<file path="src/rtl/alu_seq_if.sv">
// Request/result handshake bundle for alu_seq.
// The master drives requests and accepts results; the slave is the ALU.
interface alu_seq_if #(
    parameter int XLEN = 32
) ();
    logic            in_valid;
    logic            in_ready;
    logic [XLEN-1:0] operand_a;
    logic [XLEN-1:0] operand_b;
    logic [3:0]      alu_op;
    logic            out_valid;
    logic            out_ready;
    logic [XLEN-1:0] alu_data;
    logic            busy;

    modport master (
        output in_valid, operand_a, operand_b, alu_op, out_ready,
        input  in_ready, out_valid, alu_data, busy
    );

    modport slave (
        input  in_valid, operand_a, operand_b, alu_op, out_ready,
        output in_ready, out_valid, alu_data, busy
    );
endinterface

</file>
<file path="src/rtl/alu_seq.sv">
// Sequential ALU: single-cycle logic/arith/shift/compare ops, plus
// iterative shift-add MUL and restoring DIVU (one bit per cycle).
//
// state | meaning
// IDLE  | ready for a request
// BUSY  | MUL/DIVU iterating, counter counts down from XLEN
// DONE  | result valid, waiting for out_ready
module alu_seq #(
    parameter int XLEN = 32
) (
    input  logic      clk,
    input  logic      rst_n,
    alu_seq_if.slave  bus
);
    localparam int SHW = $clog2(XLEN);
    localparam int CW  = SHW + 1;

    localparam logic [3:0] OP_ADD   = 4'b0000;
    localparam logic [3:0] OP_SUB   = 4'b0001;
    localparam logic [3:0] OP_XOR   = 4'b0010;
    localparam logic [3:0] OP_OR    = 4'b0101;
    localparam logic [3:0] OP_AND   = 4'b0110;
    localparam logic [3:0] OP_LSR   = 4'b0111;
    localparam logic [3:0] OP_LSL   = 4'b1000;
    localparam logic [3:0] OP_PASSB = 4'b1001;
    localparam logic [3:0] OP_ASR   = 4'b1010;
    localparam logic [3:0] OP_LT    = 4'b1011;
    localparam logic [3:0] OP_LTU   = 4'b1100;
    localparam logic [3:0] OP_PASSA = 4'b1101;
    localparam logic [3:0] OP_MUL   = 4'b1110;
    localparam logic [3:0] OP_DIVU  = 4'b1111;

    typedef enum logic [1:0] {IDLE, BUSY, DONE} state_t;

    state_t          state_q, state_d;
    logic [CW-1:0]   cnt_q;
    logic [XLEN-1:0] opa_q, opb_q, acc_q, alu_data_q;
    logic            is_div_q;

    logic            accept, is_multi, last_iter;
    logic [SHW-1:0]  sh;
    logic [XLEN-1:0] single_res;
    logic [XLEN-1:0] mul_acc;
    logic [XLEN:0]   div_trial;
    logic            div_ge;
    logic [XLEN-1:0] div_rem, div_quo;

    assign accept    = bus.in_valid && (state_q == IDLE);
    assign is_multi  = (bus.alu_op == OP_MUL) || (bus.alu_op == OP_DIVU);
    assign last_iter = (cnt_q == CW'(1));
    assign sh        = bus.operand_b[SHW-1:0];

    assign bus.in_ready  = (state_q == IDLE);
    assign bus.busy      = (state_q == BUSY);
    assign bus.out_valid = (state_q == DONE);
    assign bus.alu_data  = alu_data_q;

    // Single-cycle result straight from the live request inputs.
    always_comb begin
        single_res = '0;
        case (bus.alu_op)
            OP_ADD:   single_res = bus.operand_a + bus.operand_b;
            OP_SUB:   single_res = bus.operand_a - bus.operand_b;
            OP_XOR:   single_res = bus.operand_a ^ bus.operand_b;
            OP_OR:    single_res = bus.operand_a | bus.operand_b;
            OP_AND:   single_res = bus.operand_a & bus.operand_b;
            OP_LSR:   single_res = bus.operand_a >> sh;
            OP_LSL:   single_res = bus.operand_a << sh;
            OP_PASSB: single_res = bus.operand_b;
            OP_PASSA: single_res = bus.operand_a;
            OP_ASR:   single_res = $unsigned($signed(bus.operand_a) >>> sh);
            OP_LT:    single_res = {{(XLEN-1){1'b0}},
                                    ($signed(bus.operand_a) < $signed(bus.operand_b))};
            OP_LTU:   single_res = {{(XLEN-1){1'b0}}, (bus.operand_a < bus.operand_b)};
            default:  single_res = '0;
        endcase
    end

    // One iteration step: shift-add for MUL, restoring trial subtract for DIVU.
    // A zero divisor always "fits", so the quotient naturally becomes all ones.
    always_comb begin
        mul_acc   = acc_q + (opb_q[0] ? opa_q : '0);
        div_trial = {acc_q, opa_q[XLEN-1]};
        div_ge    = (div_trial >= {1'b0, opb_q});
        div_rem   = div_ge ? XLEN'(div_trial - {1'b0, opb_q}) : div_trial[XLEN-1:0];
        div_quo   = {opa_q[XLEN-2:0], div_ge};
    end

    // State register.
    always_ff @(posedge clk) begin
        if (!rst_n) state_q <= IDLE;
        else        state_q <= state_d;
    end

    // Next-state logic.
    always_comb begin
        state_d = state_q;
        case (state_q)
            IDLE:    if (accept) state_d = is_multi ? BUSY : DONE;
            BUSY:    if (last_iter) state_d = DONE;
            DONE:    if (bus.out_ready) state_d = IDLE;
            default: state_d = IDLE;
        endcase
    end

    // Operand capture, iteration and result register.
    always_ff @(posedge clk) begin
        if (!rst_n) begin
            cnt_q      <= '0;
            opa_q      <= '0;
            opb_q      <= '0;
            acc_q      <= '0;
            is_div_q   <= 1'b0;
            alu_data_q <= '0;
        end else begin
            case (state_q)
                IDLE: begin
                    if (accept) begin
                        if (is_multi) begin
                            opa_q    <= bus.operand_a;
                            opb_q    <= bus.operand_b;
                            acc_q    <= '0;
                            is_div_q <= (bus.alu_op == OP_DIVU);
                            cnt_q    <= CW'(XLEN);
                        end else begin
                            alu_data_q <= single_res;
                        end
                    end
                end
                BUSY: begin
                    cnt_q <= cnt_q - CW'(1);
                    if (is_div_q) begin
                        acc_q <= div_rem;
                        opa_q <= div_quo;
                    end else begin
                        acc_q <= mul_acc;
                        opa_q <= opa_q << 1;
                        opb_q <= opb_q >> 1;
                    end
                    if (last_iter) alu_data_q <= is_div_q ? div_quo : mul_acc;
                end
                default: ;
            endcase
        end
    end
endmodule

</file>
<file path="src/flat_wrapper.sv">
// flat-port wrapper written by rule: the top's interface ports become plain ports
module alu_seq_flat 
#(
    parameter int XLEN = 32
)
  (clk, rst_n, bus_in_valid, bus_operand_a, bus_operand_b, bus_alu_op, bus_out_ready, bus_in_ready, bus_out_valid, bus_alu_data, bus_busy);
  alu_seq_if #(.XLEN(XLEN)) bus_i ();
  input  logic clk;
  input  logic rst_n;
  input wire logic [$bits(bus_i.in_valid)-1:0] bus_in_valid;
  input wire logic [$bits(bus_i.operand_a)-1:0] bus_operand_a;
  input wire logic [$bits(bus_i.operand_b)-1:0] bus_operand_b;
  input wire logic [$bits(bus_i.alu_op)-1:0] bus_alu_op;
  input wire logic [$bits(bus_i.out_ready)-1:0] bus_out_ready;
  output wire logic [$bits(bus_i.in_ready)-1:0] bus_in_ready;
  output wire logic [$bits(bus_i.out_valid)-1:0] bus_out_valid;
  output wire logic [$bits(bus_i.alu_data)-1:0] bus_alu_data;
  output wire logic [$bits(bus_i.busy)-1:0] bus_busy;
  assign bus_i.in_valid = bus_in_valid;
  assign bus_i.operand_a = bus_operand_a;
  assign bus_i.operand_b = bus_operand_b;
  assign bus_i.alu_op = bus_alu_op;
  assign bus_i.out_ready = bus_out_ready;
  assign bus_in_ready = bus_i.in_ready;
  assign bus_out_valid = bus_i.out_valid;
  assign bus_alu_data = bus_i.alu_data;
  assign bus_busy = bus_i.busy;
  alu_seq #(.XLEN(XLEN)) u_core (.clk(clk), .rst_n(rst_n), .bus(bus_i));
endmodule
</file>
<file path="config.mk">
export PLATFORM = sky130hd
export DESIGN_NAME = alu_seq_flat
export DESIGN_NICKNAME = d
export VERILOG_FILES = /design/src/rtl/alu_seq_if.sv /design/src/rtl/alu_seq.sv /design/src/flat_wrapper.sv
export SDC_FILE = /design/constraint.sdc
export NUM_CORES = 1
export LEC_CHECK = 0
export ABC_AREA = 0
export CAP_MARGIN = 30
export CORE_MARGIN = 3
export CORE_UTILIZATION = 35
export CTS_CLUSTER_DIAMETER = 200
export DETAILED_ROUTE_END_ITERATION = 8
export PLACE_DENSITY_LB_ADDON = 0.05
export SLEW_MARGIN = 5
export SYNTH_ARGS = -nofsm -noshare
export SYNTH_HDL_FRONTEND = slang
export SYNTH_SLANG_ARGS = --single-unit
</file>
<file path="constraint.sdc">
create_clock -name clk -period 11 [get_ports clk]
set_input_delay 2.2 -clock clk [delete_from_list [all_inputs] [get_ports clk]]
set_output_delay 2.2 -clock clk [all_outputs]
set_load 0.02 [all_outputs]
</file>
Yosys cells after proc, flatten, opt, wreduce, memory -nomap -nowiden
Index checks and enable logic that the tools add are counted.
Storage, ports and cells
  register bits: 137
  output and inout bits: 35
Operators by class
  add/subtract/negate cells: 5
  $lt $le $gt $ge: 3
  reduce and logical (&&, ||, !) cells: 10
  shifts and indexed selects: 3
  mux-type cells: 28
  bitwise logic cells: 3
  eq/ne operators: 22
Operator list (count)
  2-to-1 mux 32 bit: 14
  case mux 32 bit (12 select lines): 1
  case mux 32 bit (2 select lines): 4
  adder 32 bit: 2
  < comparator 32 bit: 2
  subtractor 32 bit: 2
  greater-or-equal comparator 33 x 32 -> 1 bit: 1
  AND 32 bit: 1
  equality test 4 bit (second input constant): 8
  bitwise OR 32 bit: 1
  left shift 32 x 5 -> 32 bit: 1
  right shift 32 x 5 -> 32 bit: 1
  >>> shifter 32 x 5 -> 32 bit: 1
  bitwise XOR 32 bit: 1
  equality test 4 x 3 -> 1 bit (second input constant): 3
  2-to-1 mux 6 bit: 2
  case mux 6 bit (2 select lines): 1
  AND reduction 3 bit: 3
  2-to-1 mux 2 bit: 4
  AND reduction 4 bit: 2
  equality test 6 x 1 -> 1 bit (second input constant): 1
  != test 2 x 1 -> 1 bit (second input constant): 3
  != test 2 bit (second input constant): 3
  case mux 2 bit (3 select lines): 1
  other kinds (11): 11

Logic depth before layout (Yosys ltp)
  depth in word-level cells: 5
  mapped depth: 16
  gate-level depth less buffers: 14

Worst setup path before layout
Ideal clock, no wire load.
  kind: input to register
  from: in bus_operand_b[2]
  to: reg u_core.alu_data_q[28], in the netlist u_core.bus.alu_data[28]
  required time: 10.874 ns
  cell stages on the path: 16
  path slack: 5.490 ns
  buffers on the path: 4
  arrival time: 5.385 ns
  library setup time: 0.126 ns
  cell sequence: buf_2 > inv_2 > buf_1 > clkbuf_1 > ha_1 > clkbuf_1 > nor2b_1 > o211a_1 > o211a_1 > nor2_1 > o21ai_1 > o21ai_1 > o31a_1 > or3_1 > o21bai_1 > o32ai_1
Between the ends
  cells in the longest elaborated chain, start to end: 5
  elaborated cells between the ends (all ways): 9
  classes of those cells: add/sub (2); shift (3); mux (4)
Ends and longest elaborated chain
  from (decl): line flat_wrapper.sv:12  | input wire logic [$bits(bus_i.operand_b)-1:0] bus_operand_b;
  subtractor 32 bit (tied with other cells): line alu_seq.sv:63  | OP_SUB: single_res = bus.operand_a - bus.operand_b;
  case mux 32 bit (12 select lines) *: line alu_seq.sv:61  | case (bus.alu_op)
  2-to-1 mux 32 bit *: line alu_seq.sv:119  | if (is_multi) begin
  2-to-1 mux 32 bit *: line alu_seq.sv:118  | if (accept) begin
  case mux 32 bit (2 select lines) *: line alu_seq.sv:116  | case (state_q)
  to (signal assigned): line alu_seq.sv:126  | alu_data_q <= single_res;
  to (signal assigned): line alu_seq.sv:140  | if (last_iter) alu_data_q <= is_div_q ? div_quo : mul_acc;
  to (decl): line alu_seq.sv:37  | logic [XLEN-1:0] opa_q, opb_q, acc_q, alu_data_q;
Mark *: on every way between the ends. The rest lies on a longest branch, timed or not. The select of a mux whose other input is x is not followed.
A chain may end at the register's enable or synchronous reset.

Final worst setup path
  from: in bus_operand_a[7]
  to: reg u_core.alu_data_q[26], in the netlist u_core.bus.alu_data[26]
Between the ends
  cells in the longest elaborated chain, start to end: 5
  elaborated cells between the ends (all ways): 9
  classes of those cells: add/sub (2); shift (3); mux (4)
Ends and longest elaborated chain
  from (decl): line flat_wrapper.sv:11  | input wire logic [$bits(bus_i.operand_a)-1:0] bus_operand_a;
  subtractor 32 bit (tied with other cells): line alu_seq.sv:63
  case mux 32 bit (12 select lines) *: line alu_seq.sv:61
  2-to-1 mux 32 bit *: line alu_seq.sv:119
  2-to-1 mux 32 bit *: line alu_seq.sv:118
  case mux 32 bit (2 select lines) *: line alu_seq.sv:116
Marked as above.

==> results.txt <==
Measured along the x axis, the die boundary spans 242 µm. The total wire length is 96100 µm, and the count of input and output buffers is 106. Hold timing on the final database bottoms out at a slack of 507 ps. The setup total negative slack was 0 ps.

For the total number of clock tree sinks, the log shows 137. The number of antenna diodes in the final layout is 0. Summing every instance area after synthesis gives 19500 µm². The run gives 5896 as the layout filler cell count.

The detailed placement HPWL was 73900 µm. The part of the cycle the worst path needs was 58.1%. Summing the areas of all compound-gate instances in the mapped netlist gives 34.7% of the synthesized area. Post-synthesis share of cell area spent on full adders, half adders and majority gates: 11.3%.

After technology mapping, the gate count stands at 2804. The floorplan step defined a die boundary enclosing 58500 µm². The number of enable flip-flop cells after synthesis was 0; the share of layout cells above drive strength 1 was 7.13%.

The synthesized netlist devotes 21.5% of its cell area to simple gates. The type of the worst setup path is input port to register. The run gives 46.2% as the portion of total power attributed to combinational logic. The clock latency reported for the late side of the worst-skew pair came out at 460 ps. During synthesis, Yosys emitted a total of 0 warnings. After floorplanning, the core was sized to cover 54500 µm². The top cell types in the final layout, fill and taps aside, are sky130_fd_sc_hd__nand2_1, sky130_fd_sc_hd__nor2_1, sky130_fd_sc_hd__a21oi_1, sky130_fd_sc_hd__o21ai_0, sky130_fd_sc_hd__ha_1. The tools report the initial DRC count as 2197. The maximum vdd ir drop was 0.106 mV.

Measured against its own limit, the worst slew margin works out to 29.7%. The number of pins with negative max-slew slack in the final report is 0, and the async set or reset register ratio after synthesis is 0%. In this run the static leakage power is 0.00870 µW. The largest net degree at the start of global routing is 69, and the multiplexer share of the synthesized area is 8.12%. Setup repair after global routing left no endpoint under its margin.

The I/O pin count came out at 107. By area, the combinational part of the netlist is dominated by compound AO/OA/AOI/OAI gates. The floorplan has 85 rows. The area share of the leading cell type in the synthesized netlist is 14.1%, and the net count after synthesis is 3050. The initial antenna violation count was 0; the final standard cell utilization of the core was 39.7%. In this run the mean area of a mapped cell was 6.94 µm². The combined flip-flop and latch cell area is 2740 µm², and the total clock buffers created by CTS is 17. After Yosys synthesis, XOR and XNOR cells account for 2.88% of the synthesized area.

The number of hold buffers added after CTS was 0. For the pin with the worst max-slew slack, the measured transition is 1050 ps. The H-tree generated during clock tree synthesis spans 4 levels.

The number of vias per cell is 6.30, and the net total in the final layout is 3011. After detailed routing, the number of remaining DRC violations is 0. The number of different library cells used by synthesis comes to 91. The logs give 0 for the post-CTS resize count and 983 µW for the net switching power. The global-route congestion overflow total was 0. The worst path in the final design needs a cycle of 6390 ps, including I/O delays and setup. The via count of the first global-routing pass came out at 20877.

The first global-routing pass estimated 141000 µm of wire. Cell internal power was estimated by the tool at 1290 µW. In the global route stage, overall resource usage came out at 31.6%.

The signal arrival time at the worst endpoint is 6740 ps, and the area occupied by multi-input gates is 15300 µm². Length of the first detailed-routing pass in iterations: 5. The area growth from synthesis to layout is 11.2%.

Mean routed wirelength per cell: 27.3 µm. The worst setup path is launched from an input port. The congestion estimate from routability-driven global placement came to 1.01. TritonCTS built the clock tree.

The run finished with clean final reports. The run gives 14.8 ps as the worst clock skew on the final layout. Leaving out fill and tap cells, the most frequent cell in the layout is sky130_fd_sc_hd__nand2_1. The share of total power dissipated in sequential elements is 25.6%. Max-cap violations in this run came to 0.

The dominant synthesized flop cell is sky130_fd_sc_hd__dfxtp_1. Cell taking the most area after synthesis: sky130_fd_sc_hd__dfxtp_1. Summing over every cut layer, the via total after detailed routing is 22141. The achievable clock frequency is 157 MHz.

Setup violations remaining at the end of the flow were counted as 0. Die boundary height: 242 µm. In the post-synthesis netlist, the biggest area contributors are sky130_fd_sc_hd__dfxtp_1, sky130_fd_sc_hd__ha_1, sky130_fd_sc_hd__a21oi_1. The buffer count from post-CTS setup fixing is 0, and the initial core utilization is 35.7%. The switching share of total power came out at 43.2%.

In this run the worst path has a maximum fanout of 16. The required time of the critical path came out at 11350 ps. Summing all non-filler instances in the final layout gives an area of 21600 µm².

The clock network accounts for 28.3% of the total power. The clock passes through at most 2 buffers. The register bit count reported by yosys is 137. Post-synthesis sequential area ratio: 14.1%. For the final hold violation count, the log shows 0. The power density normalized to cell area was 105 nW/µm². The path type of the worst min-delay path is register to register. The area after detailed placement came out at 21000 µm².

The residual antenna-violating net count after detailed routing is 0. The tools report the cell at the root of the clock tree as sky130_fd_sc_hd__clkbuf_16. Clock-pin slew was measured on the worst setup and hold paths at 70 ps. STA classifies the critical path endpoint as a register.
per-stage QoR:
step | worst slack [ps] | total power [µW] | std cells
final | 4610 | 2280 | 3517
after floorplan | 5490 | 1240 | 2804
after detailed placement | 4340 | 1620 | 3483
after CTS | 4800 | 2270 | 3515
after global routing | 4430 | 2390 | 3517
after global placement | 4420 | 1620 | 3482
flip-flops by register name, indices dropped and copies added, names as in the netlist:
register,cells
u_core.acc_q,32
u_core.bus.alu_data,32
u_core.cnt_q,6
u_core.is_div_q,1
u_core.opa_q,32
u_core.opb_q,32
u_core.state_q,2
cells by family after synthesis:
family	after synthesis
compound gates	1022
simple gates	925
buf+inv	366
fa+ha+maj	174
flops	137
mux	116
xor+xnor	64
power by group through the flow:
stage | clock network (µW) | logic [µW] | registers [µW]
2_1_floorplan | 0 | 651 | 592
3_3_place_gp | 0 | 1030 | 593
3_5_place_dp | 0 | 1030 | 592
4_1_cts | 656 | 1040 | 581
5_1_grt | 671 | 1130 | 586
6_report | 644 | 1050 | 582
final cells by class:
type                            count  area share, %
Clock inverter                     15          0.971
Inverter                          155           2.69
Tap cell                          739           4.27
Clock buffer                       17           1.97
Sequential cell                   137           12.7
Multi-Input combinational cell   2301           70.8
Timing Repair Buffer              153           6.58
synth_stat cells, types with 9 or more instances:
master                      count
sky130_fd_sc_hd__buf_2         24
sky130_fd_sc_hd__o211ai_1      92
sky130_fd_sc_hd__mux4_2        29
sky130_fd_sc_hd__mux2i_1       55
sky130_fd_sc_hd__nor2_1       299
sky130_fd_sc_hd__nand4_1       17
sky130_fd_sc_hd__mux2_2        28
sky130_fd_sc_hd__o31ai_1       19
sky130_fd_sc_hd__a221oi_1      28
sky130_fd_sc_hd__xnor2_1       48
sky130_fd_sc_hd__xor2_1        16
sky130_fd_sc_hd__inv_1        152
sky130_fd_sc_hd__o21ai_0      243
sky130_fd_sc_hd__and3_1        25
sky130_fd_sc_hd__o21bai_1      23
sky130_fd_sc_hd__a22oi_1       26
sky130_fd_sc_hd__o22ai_1       14
sky130_fd_sc_hd__o21a_1        16
sky130_fd_sc_hd__nand3_1       51
sky130_fd_sc_hd__a2111oi_0     17
sky130_fd_sc_hd__nor2b_1       26
sky130_fd_sc_hd__nand2_1      305
sky130_fd_sc_hd__or3_1         13
sky130_fd_sc_hd__a21o_1        43
sky130_fd_sc_hd__clkbuf_1     162
sky130_fd_sc_hd__dfxtp_1      137
sky130_fd_sc_hd__buf_1         18
sky130_fd_sc_hd__nor4_1        11
sky130_fd_sc_hd__o221ai_1      15
sky130_fd_sc_hd__and2_1        42
sky130_fd_sc_hd__nand2b_1      22
sky130_fd_sc_hd__a31oi_1       39
sky130_fd_sc_hd__a221o_1       15
sky130_fd_sc_hd__a311oi_1       9
sky130_fd_sc_hd__nor3_1        76
sky130_fd_sc_hd__ha_1         170
sky130_fd_sc_hd__or2_2         11
sky130_fd_sc_hd__a31o_2        14
sky130_fd_sc_hd__a21oi_1      248
sky130_fd_sc_hd__a211oi_1      42
worst max-delay path, cell delays in order:
cell and delay, ps:
sky130_fd_sc_hd__clkdlybuf4s50_1 790, sky130_fd_sc_hd__inv_1 130, sky130_fd_sc_hd__ha_1 660, sky130_fd_sc_hd__nand2_1 100, sky130_fd_sc_hd__o21ai_0 620, sky130_fd_sc_hd__nand3_1 280, sky130_fd_sc_hd__a21oi_1 560, sky130_fd_sc_hd__nand3_1 240
sky130_fd_sc_hd__nand3b_1 150, sky130_fd_sc_hd__xor2_1 100, sky130_fd_sc_hd__a211oi_1 470, sky130_fd_sc_hd__o21ai_0 200, sky130_fd_sc_hd__a22o_1 220
final timing paths:
check	startpoint	endpoint	slack, ps	cells past startpoint
setup / recovery	bus_operand_a[7]	u_core.bus.alu_data[26]	4610	13
hold / removal	u_core.bus.alu_data[6]	u_core.bus.alu_data[6]	510	1
setup reg to reg	u_core.opb_q[0]	u_core.bus.alu_data[26]	6720	13
hold reg to reg	u_core.bus.alu_data[6]	u_core.bus.alu_data[6]	510	1
layer usage:
metal | routed length [µm] | global-route usage, % | vias to the layer above
met5 | 0 | 0 | -
met4 | 4380 | 14.2 | 0
met3 | 5060 | 2.66 | 168
met2 | 43200 | 50.4 | 855
met1 | 43500 | 43.6 | 10885
li1 | - | - | 10233
(Power assumes the default switching activity.)
